**src/rtl/rio_pkg.sv**
```systemverilog
// Shared SRIO logical-layer constants, header layout and target FSM states.
// No logic: type and constant definitions only.
// Backpressure: n/a.
package rio_pkg;

    localparam logic [3:0]  FTYPE_DOORB   = 4'hA;
    localparam logic [3:0]  FTYPE_NWR     = 4'h5;
    localparam logic [3:0]  TTYPE_NWR     = 4'h4;

    localparam logic [15:0] OWN_ID        = 16'h00F0;
    localparam logic [15:0] DB_READY_INFO = 16'h0100;
    localparam logic [15:0] DB_BUSY_INFO  = 16'h01FF;

    localparam int TID_LSB   = 56;
    localparam int FTYPE_LSB = 52;
    localparam int TTYPE_LSB = 48;
    localparam int PRIO_LSB  = 45;
    localparam int SIZE_LSB  = 36;
    localparam int INFO_LSB  = 16;
    localparam int ADDR_LSB  = 0;

    typedef enum logic [1:0] {
        ST_IDLE,
        ST_DB_RESP,
        ST_NWR_DATA,
        ST_DISCARD
    } state_t;

    typedef struct packed {
        logic [7:0]  tid;
        logic [3:0]  ftype;
        logic [3:0]  ttype;
        logic [1:0]  prio;
        logic [7:0]  size;
        logic [33:0] addr;
        logic [15:0] info;
    } hdr_t;

    // Response priority is one above the request, clamped at the top level.
    function automatic logic [1:0] prio_inc(input logic [1:0] p);
        return (p == 2'h3) ? 2'h3 : p + 2'h1;
    endfunction

endpackage

```
**src/rtl/rio_hdr_decode.sv**
```systemverilog
// Splits a treq header beat into its logical-layer fields.
// Latency: purely combinational, zero cycles.
// Backpressure: none; the caller qualifies the fields with its own handshake.
module rio_hdr_decode
    import rio_pkg::*;
(
    input  logic [63:0] tdata,
    output hdr_t        hdr
);

    always_comb begin
        hdr       = '0;
        hdr.tid   = tdata[TID_LSB   +: 8];
        hdr.ftype = tdata[FTYPE_LSB +: 4];
        hdr.ttype = tdata[TTYPE_LSB +: 4];
        hdr.prio  = tdata[PRIO_LSB  +: 2];
        hdr.size  = tdata[SIZE_LSB  +: 8];
        hdr.addr  = tdata[ADDR_LSB  +: 34];
        hdr.info  = tdata[INFO_LSB  +: 16];
    end

    // Reserved header bits carry no meaning for this target.
    wire unused_rsvd = ^{tdata[47], tdata[44], tdata[35:34]};

endmodule

```
**src/rtl/db_nwr_target.sv**
```systemverilog
// SRIO target: answers doorbells with ready/busy info, unpacks NWRITE into an addressed user write stream.
// Latency: doorbell response 1 cycle after header; NWRITE data 0 cycles (pass-through); done/len_err pulses 1 cycle after last beat.
// Backpressure: treq stalls on tresp_tready_in in DB_RESP and follows user_wr_ready_in in NWR_DATA. Optional NWR_LEN_CHECK_EN adds the beat-count check.
module db_nwr_target
    import rio_pkg::*;
(
    input  logic        log_clk,
    input  logic        log_rst,

    input  logic        treq_tvalid_in,
    output logic        treq_tready_o,
    input  logic        treq_tlast_in,
    input  logic [63:0] treq_tdata_in,
    input  logic [7:0]  treq_tkeep_in,
    input  logic [31:0] treq_tuser_in,

    output logic        tresp_tvalid_o,
    input  logic        tresp_tready_in,
    output logic        tresp_tlast_o,
    output logic [63:0] tresp_tdata_o,
    output logic [7:0]  tresp_tkeep_o,
    output logic [31:0] tresp_tuser_o,

    input  logic        user_busy_in,
    output logic        user_wr_valid_o,
    input  logic        user_wr_ready_in,
    output logic        user_wr_last_o,
    output logic [33:0] user_wr_addr_o,
    output logic [63:0] user_wr_data_o,
    output logic [7:0]  user_wr_keep_o,

    output logic        nwr_done_o,
    output logic        unsup_pkt_o,
    output logic        nwr_len_err_o
);

    state_t      state, state_nxt;
    hdr_t        hdr;
    logic        unsup_nxt;
    logic [33:0] wr_addr;
    logic [63:0] tresp_dat_r;
    logic [31:0] tresp_usr_r;
    logic        nwr_done_r;
    logic        unsup_r;

    rio_hdr_decode u_hdr_decode (
        .tdata (treq_tdata_in),
        .hdr   (hdr)
    );

    // A doorbell must be a single beat; an NWRITE header must be followed by payload.
    wire is_db    = (hdr.ftype == FTYPE_DOORB) && treq_tlast_in;
    wire is_nwr   = (hdr.ftype == FTYPE_NWR) && (hdr.ttype == TTYPE_NWR) && !treq_tlast_in;
    wire hdr_acc  = (state == ST_IDLE) && treq_tvalid_in;
    wire nwr_beat = (state == ST_NWR_DATA) && treq_tvalid_in && user_wr_ready_in;

    always_ff @(posedge log_clk or posedge log_rst) begin
        if (log_rst) state <= ST_IDLE;
        else         state <= state_nxt;
    end

    always_comb begin
        state_nxt     = state;
        treq_tready_o = 1'b0;
        unsup_nxt     = 1'b0;
        case (state)
            ST_IDLE: begin
                treq_tready_o = 1'b1;
                if (treq_tvalid_in) begin
                    if (is_db) begin
                        state_nxt = ST_DB_RESP;
                    end else if (is_nwr) begin
                        state_nxt = ST_NWR_DATA;
                    end else begin
                        unsup_nxt = 1'b1;
                        if (!treq_tlast_in) state_nxt = ST_DISCARD;
                    end
                end
            end
            ST_DB_RESP: begin
                if (tresp_tready_in) state_nxt = ST_IDLE;
            end
            ST_NWR_DATA: begin
                treq_tready_o = user_wr_ready_in;
                if (nwr_beat && treq_tlast_in) state_nxt = ST_IDLE;
            end
            ST_DISCARD: begin
                treq_tready_o = 1'b1;
                if (treq_tvalid_in && treq_tlast_in) state_nxt = ST_IDLE;
            end
            default: state_nxt = ST_IDLE;
        endcase
    end

    always_ff @(posedge log_clk or posedge log_rst) begin
        if (log_rst) begin
            tresp_dat_r <= '0;
            tresp_usr_r <= '0;
            wr_addr     <= '0;
            nwr_done_r  <= 1'b0;
            unsup_r     <= 1'b0;
        end else begin
            nwr_done_r <= nwr_beat && treq_tlast_in;
            unsup_r    <= unsup_nxt;
            if (hdr_acc && is_db) begin
                tresp_dat_r <= {hdr.tid, FTYPE_DOORB, 4'h0, 1'b0, prio_inc(hdr.prio), 1'b0, 12'h0,
                                user_busy_in ? DB_BUSY_INFO : DB_READY_INFO, 16'h0};
                tresp_usr_r <= {OWN_ID, treq_tuser_in[31:16]};
            end
            if (hdr_acc && is_nwr) wr_addr <= hdr.addr;
            else if (nwr_beat)     wr_addr <= wr_addr + 34'd8;
        end
    end

    assign tresp_tvalid_o  = (state == ST_DB_RESP);
    assign tresp_tlast_o   = tresp_tvalid_o;
    assign tresp_tkeep_o   = tresp_tvalid_o ? 8'hFF : 8'h00;
    assign tresp_tdata_o   = tresp_dat_r;
    assign tresp_tuser_o   = tresp_usr_r;

    assign user_wr_valid_o = (state == ST_NWR_DATA) && treq_tvalid_in;
    assign user_wr_last_o  = (state == ST_NWR_DATA) && treq_tlast_in;
    assign user_wr_addr_o  = wr_addr;
    assign user_wr_data_o  = treq_tdata_in;
    assign user_wr_keep_o  = treq_tkeep_in;

    assign nwr_done_o      = nwr_done_r;
    assign unsup_pkt_o     = unsup_r;

`ifdef NWR_LEN_CHECK_EN
    logic [4:0] exp_last_idx;
    logic [5:0] beat_cnt;
    logic       len_err_r;

    // Payload is whole 8-byte beats, so size[7:3] is the index of the final beat.
    always_ff @(posedge log_clk or posedge log_rst) begin
        if (log_rst) begin
            exp_last_idx <= '0;
            beat_cnt     <= '0;
            len_err_r    <= 1'b0;
        end else begin
            len_err_r <= 1'b0;
            if (hdr_acc && is_nwr) begin
                exp_last_idx <= hdr.size[7:3];
                beat_cnt     <= '0;
            end else if (nwr_beat) begin
                beat_cnt <= beat_cnt + 6'd1;
                if (treq_tlast_in && (beat_cnt != {1'b0, exp_last_idx})) len_err_r <= 1'b1;
            end
        end
    end

    assign nwr_len_err_o = len_err_r;
`else
    assign nwr_len_err_o = 1'b0;
`endif

    wire unused_ok = ^{treq_tuser_in[15:0], hdr.size, hdr.info};

endmodule
```
**config.mk**
```make
export PLATFORM = sky130hd
export DESIGN_NAME = db_nwr_target
export DESIGN_NICKNAME = d
export VERILOG_FILES = /design/src/rtl/rio_pkg.sv /design/src/rtl/rio_hdr_decode.sv /design/src/rtl/db_nwr_target.sv
export SDC_FILE = /design/constraint.sdc
export NUM_CORES = 1
export LEC_CHECK = 0
export BUFFER_PORTS_ARGS = -buffer_cell sky130_fd_sc_hd__buf_2
export CAP_MARGIN = 5
export CELL_PAD_IN_SITES_DETAIL_PLACEMENT = 2
export CELL_PAD_IN_SITES_GLOBAL_PLACEMENT = 2
export CORE_UTILIZATION = 21
export DETAILED_ROUTE_END_ITERATION = 8
export HOLD_SLACK_MARGIN = 0.08
export PLACE_DENSITY = 0.81
export SYNTH_ARGS = -nofsm -noshare
export SYNTH_HDL_FRONTEND = slang
export SYNTH_HIERARCHICAL = 1
export SYNTH_SLANG_ARGS = --single-unit
```
**constraint.sdc**
```tcl
create_clock -name log_clk -period 2.1 [get_ports log_clk]
set_clock_uncertainty 0.15 [all_clocks]
set_input_delay 0.42 -clock log_clk [delete_from_list [all_inputs] [get_ports log_clk]]
set_output_delay 0.42 -clock log_clk [all_outputs]
set_load 0.05 [all_outputs]
```
### After elaboration in Yosys (flattened, before gate mapping)

Index checks and enable logic that the tools add are counted.

| storage, ports and cells | value |
|---|---|
| bits in registers | 83 |
| logic and storage cells | 54 |

| cells by class | value |
|---|---|
| $add $sub $neg | 2 |
| eq/ne operators | 12 |
| mux-type cells | 18 |
| reductions and logical operators | 16 |

Operators by type and width:

| kind | count |
|---|---|
| $mux W34 | 2 |
| $add A34 B4 Y34 const B | 1 |
| $mux W2 | 8 |
| $mux W8 | 2 |
| $logic_and A1 B1 Y1 | 11 |
| $eq A4 B3 Y1 const B | 2 |
| $pmux W2 S4 | 1 |
| $eq A2 B2 Y1 const B | 3 |
| $ne A2 B2 Y1 const B | 3 |
| $reduce_and A5 Y1 | 1 |
| $eq A4 B4 Y1 const B | 1 |
| $mux W1 | 4 |
| $ne A4 B4 Y1 const B | 1 |
| $add A2 B1 Y2 const B | 1 |
| $eq A2 B1 Y1 const B | 1 |
| $logic_not A2 Y1 | 1 |
| $ne A2 B1 Y1 const B | 1 |
| $pmux W1 S2 | 1 |
| $reduce_bool A2 Y1 | 1 |
| $reduce_or A2 Y1 | 1 |
| $logic_not A1 Y1 | 1 |

### Depth between registers and ports, before layout

| depth | value |
|---|---|
| depth after elaboration | 7 |
| depth in mapped cells | 8 |

### Modules after synthesis

Netlist, hierarchy kept.

By module, submodules not included:

| module | instances | cells each | area each (um^2) |
|---|---|---|---|
| db_nwr_target | 1 | 453 | 4380.5 |
| rio_hdr_decode | 1 | 76 | 570.5 |

### Worst setup path before layout

No wires, ideal clock.

| path | value |
|---|---|
| path kind | reg-to-reg |
| start point | register wr_addr[3], in the netlist user_wr_addr_o[3] |
| end point | register wr_addr[33], in the netlist user_wr_addr_o[33] |
| setup time | 125 ps |
| arrival time | 2048 ps |
| path slack | -223 ps |
| stages on the path, launching flop included | 7 |
| buffers on the path | 0 |
| period minus slack after synthesis | 2323 ps |
| path through | dfrtp_1 > ha_1 > nand3_1 > nor4_4 > nand4_1 > xnor2_1 > mux2_2 |

| between the ends | value |
|---|---|
| cells in the longest elaborated chain, start to end | 3 |

RTL lines:

| what | line | text |
|---|---|---|
| start, declared | db_nwr_target.sv:40 | `logic [33:0] wr_addr;` |
| start signal, assigned | db_nwr_target.sv:110 | `if (hdr_acc && is_nwr) wr_addr <= hdr.addr;` |
| start signal, assigned | db_nwr_target.sv:111 | `else if (nwr_beat) wr_addr <= wr_addr + 34'd8;` |
| $add A34 B4 Y34 | db_nwr_target.sv:111 |  |
| $mux W34 | db_nwr_target.sv:111 |  |
| $mux W34 | db_nwr_target.sv:110 |  |

No other way between the ends. The select of a mux whose other input is x is not followed.
A chain may end at the register's enable or synchronous reset.

### Worst setup path after layout

| path | value |
|---|---|
| start point | register state[0] |
| end point | output port tresp_tkeep_o[5] |

| between the ends | value |
|---|---|
| cells in the longest elaborated chain, start to end | 2 |

RTL lines:

| what | line | text |
|---|---|---|
| start, declared | db_nwr_target.sv:37 | `state_t state, state_nxt;` |
| start signal, assigned | db_nwr_target.sv:59 | `else state <= state_nxt;` |
| $eq A2 B1 Y1 | db_nwr_target.sv:115 | `assign tresp_tvalid_o = (state == ST_DB_RESP);` |
| $mux W8 | db_nwr_target.sv:117 | `assign tresp_tkeep_o = tresp_tvalid_o ? 8'hFF : 8'h00;` |
| end, declared | db_nwr_target.sv:21 | `output logic [7:0] tresp_tkeep_o,` |

No other way between the ends.

==> impl_summary.log <==
INFO  metric cts.htree.levels = 3
INFO  metric mostFrequentLayoutCell = sky130_fd_sc_hd__buf_2
INFO  metric die_height = 153 um
INFO  metric period_minus_slack = around 2100 ps
INFO  metric synthToLayoutAreaGrowth = 17.8%
INFO  metric avgRoutedWirePerCell = 15.4 um
INFO  metric rows = 54
INFO  metric final.setup.tns = -21.3 ps
INFO  metric number_of_antenna_violations_at_the_first_check_in_global_routing = 0
INFO  metric clkLatencyLatePin = roughly 340 ps
INFO  metric multiInputGateArea = approximately 1800 sq um
INFO  metric timing_max_transition_violations_final = 0
INFO  metric timing.final.setup_violations = 10
INFO  metric start_util = 21.7%
INFO  metric hold_viol = 0
INFO  metric powerDensity = approximately 1200 nW/um^2
INFO  metric floorplan.die_area = 23300 sq um
INFO  metric detailroute.via_count = around 3600
INFO  metric route.final.wire_length = between 10000 and 15000 um
INFO  metric leakage_power_figure = a little under 0.003 uW
INFO  metric rsz0062_at_grt = true
INFO  metric cts_made_buffers = 9
INFO  metric grtUsageTotal = 12.0%
INFO  metric synth.cell_area = about 4800 sq um
INFO  metric vdd.ir_drop.worst = around 0.44 mV
INFO  metric critPathArrivalTime = 1530 ps
INFO  metric status = complete, but fails checks
INFO  metric timing.final.crit_share = 100%
INFO  metric startpoint_type = flop
INFO  metric pre_cts_ws = -57.2 ps
INFO  metric syn_inst = 505
INFO  metric reg_area = ~1700 sq um
INFO  metric area_of_the_placeable_core = 22000 sq um
INFO  metric totalPowerFinal = approximately 6700 uW
INFO  metric maximum_number_of_pins_on_one_net_before_global_route_repair = between 60 and 70
INFO  metric violated_checks = DRC, setup timing
INFO  metric class_of_the_tightest_hold_or_removal_check = in2reg
INFO  metric io_buffer_count = 216
INFO  metric detailedPlacementHpwl = about 11000 um
INFO  metric cts-root-buf = sky130_fd_sc_hd__clkbuf_16
INFO  metric io_pins = approximately 330
INFO  metric antennaDiodeCount = 0
INFO  metric cts.path.max_buffers = 2
INFO  metric dieWidth = about 150 um
INFO  metric utilization = approximately a quarter
INFO  metric dpl-instance-area = ~5000 sq um
INFO  metric filler_cell_count = roughly 2600
INFO  metric finalNetCount = approximately 740
INFO  metric route.detailed.vias_per_inst = 3.96
INFO  metric path_max_fanout = 11
INFO  metric drcViolationCount = 27
INFO  metric fraction_of_final_layout_cells_sized_beyond_drive_strength_1 = a little over half
INFO  metric final_critical_path_setup_slack = -4.81 ps
INFO  metric synthesis.area_per_instance = around 9.4 sq um
INFO  metric tritoncts_num_sinks = 66
INFO  metric gp_routability_congestion = ~0.75
INFO  metric timing.setup.critical_path_class = reg2out
INFO  metric cts_tree = yes
INFO  metric cp-end-kind = output pin
INFO  metric drt_pass1_iterations = 8
INFO  metric ys.warnings.count = 6
INFO  metric drtAntennaViolNets = 0
INFO  metric max_cap_viol_count = 0
INFO  metric mostFrequentLayoutCells = sky130_fd_sc_hd__buf_2, sky130_fd_sc_hd__dfrtp_1, sky130_fd_sc_hd__conb_1
INFO  metric clk_pin_slew_worst_setup_hold_paths = around 60 ps
INFO  metric first_global_vias = 3739
INFO  metric grt_first_pass_wirelength = about 21000 um
INFO  metric drtIter0Drc = between 100 and 150
INFO  metric gr-total-overflow = 0
INFO  metric fin_area = around 5600 sq um
INFO  metric fmaxAchievable = about 480 MHz
INFO  metric required = approximately 1500 ps
==> path summary, 6_finish.rpt <==
check	start	end	slack, ps	cells past startpoint
hold reg to reg	tresp_tdata_o[46]$_DFFE_PP0P_	tresp_tdata_o[46]$_DFFE_PP0P_	330	2
setup / recovery	state[0]$_DFFE_PP0P_	tresp_tkeep_o[5]	-5	4
hold / removal	treq_tdata_in[25]	user_wr_addr_o[25]$_DFFE_PP0P_	150	3
setup reg to reg	state[0]$_DFFE_PP0P_	state[0]$_DFFE_PP0P_	10	8
max in group asynchronous	log_rst	user_wr_addr_o[13]$_DFFE_PP0P_	870	4
min in group asynchronous	log_rst	tresp_tuser_o[4]$_DFFE_PP0P_	600	4
==> metal layers <==
| layer | track usage [%] | up-vias | wire length [um] |
|---|---|---|---|
| met2 | 21.4 | 182 | 7100 |
| met1 | 13.2 | 1735 | 5410 |
| met4 | 5.00 | 0 | 263 |
| met5 | 0 | - | 0 |
| met3 | 3.50 | 20 | 1110 |
| li1 | - | 1644 | - |
==> through the flow <==
| step | cells | hold WS [ps] |
|---|---|---|
| after floorplan | 560 | 366 |
| after global placement | 877 | 313 |
| after detailed placement | 877 | 323 |
| after CTS | 895 | 132 |
| after global routing | 904 | 152 |
| final | 904 | 151 |
==> layout make-up <==
cell class / count / share of cell area, %
timing repair buffer: 260 / 25.9
tap: 280 / 6.23
sequential: 66 / 29.5
multi-input combinational: 276 / 32.0
clock inverter: 6 / 1.58
clock buffer: 10 / 4.25
inverter: 6 / 0.468
==> where the power goes <==
part	total (uW)	internal, uW	leakage, uW	switching [uW]
logic	3280	771	0.00190	2510
registers	1690	1520	0.000882	174
clock network	1690	1070	0.000155	612
total	6650	3360	0.00294	3290
==> sequential cells by signal (all words and copies together) (netlist names) <==
register,flops
nwr_done_o,1
state,2
tresp_tuser_o,16
unsup_pkt_o,1
user_wr_addr_o,34
tresp_tdata_o,12
==> what timing repair did <==
| item | 4_1_cts | 5_1_grt |
|---|---|---|
| hold endpoints to repair | 66 | 0 |
| endpoints found under the setup margin | 19 | 30 |
| buffers inserted | 1 | 9 |
| gates resized for setup | 7 | 12 |
| pin swaps | 2 | 5 |
| hold buffers | 1 | 0 |
==> critical path: stages, from the launching register on <==
cell and delay, ps:
sky130_fd_sc_hd__dfrtp_1 360, sky130_fd_sc_hd__buf_4 120, sky130_fd_sc_hd__buf_4 120, sky130_fd_sc_hd__ha_2 290, sky130_fd_sc_hd__buf_2 300
Power figures use the tool's default switching activity.
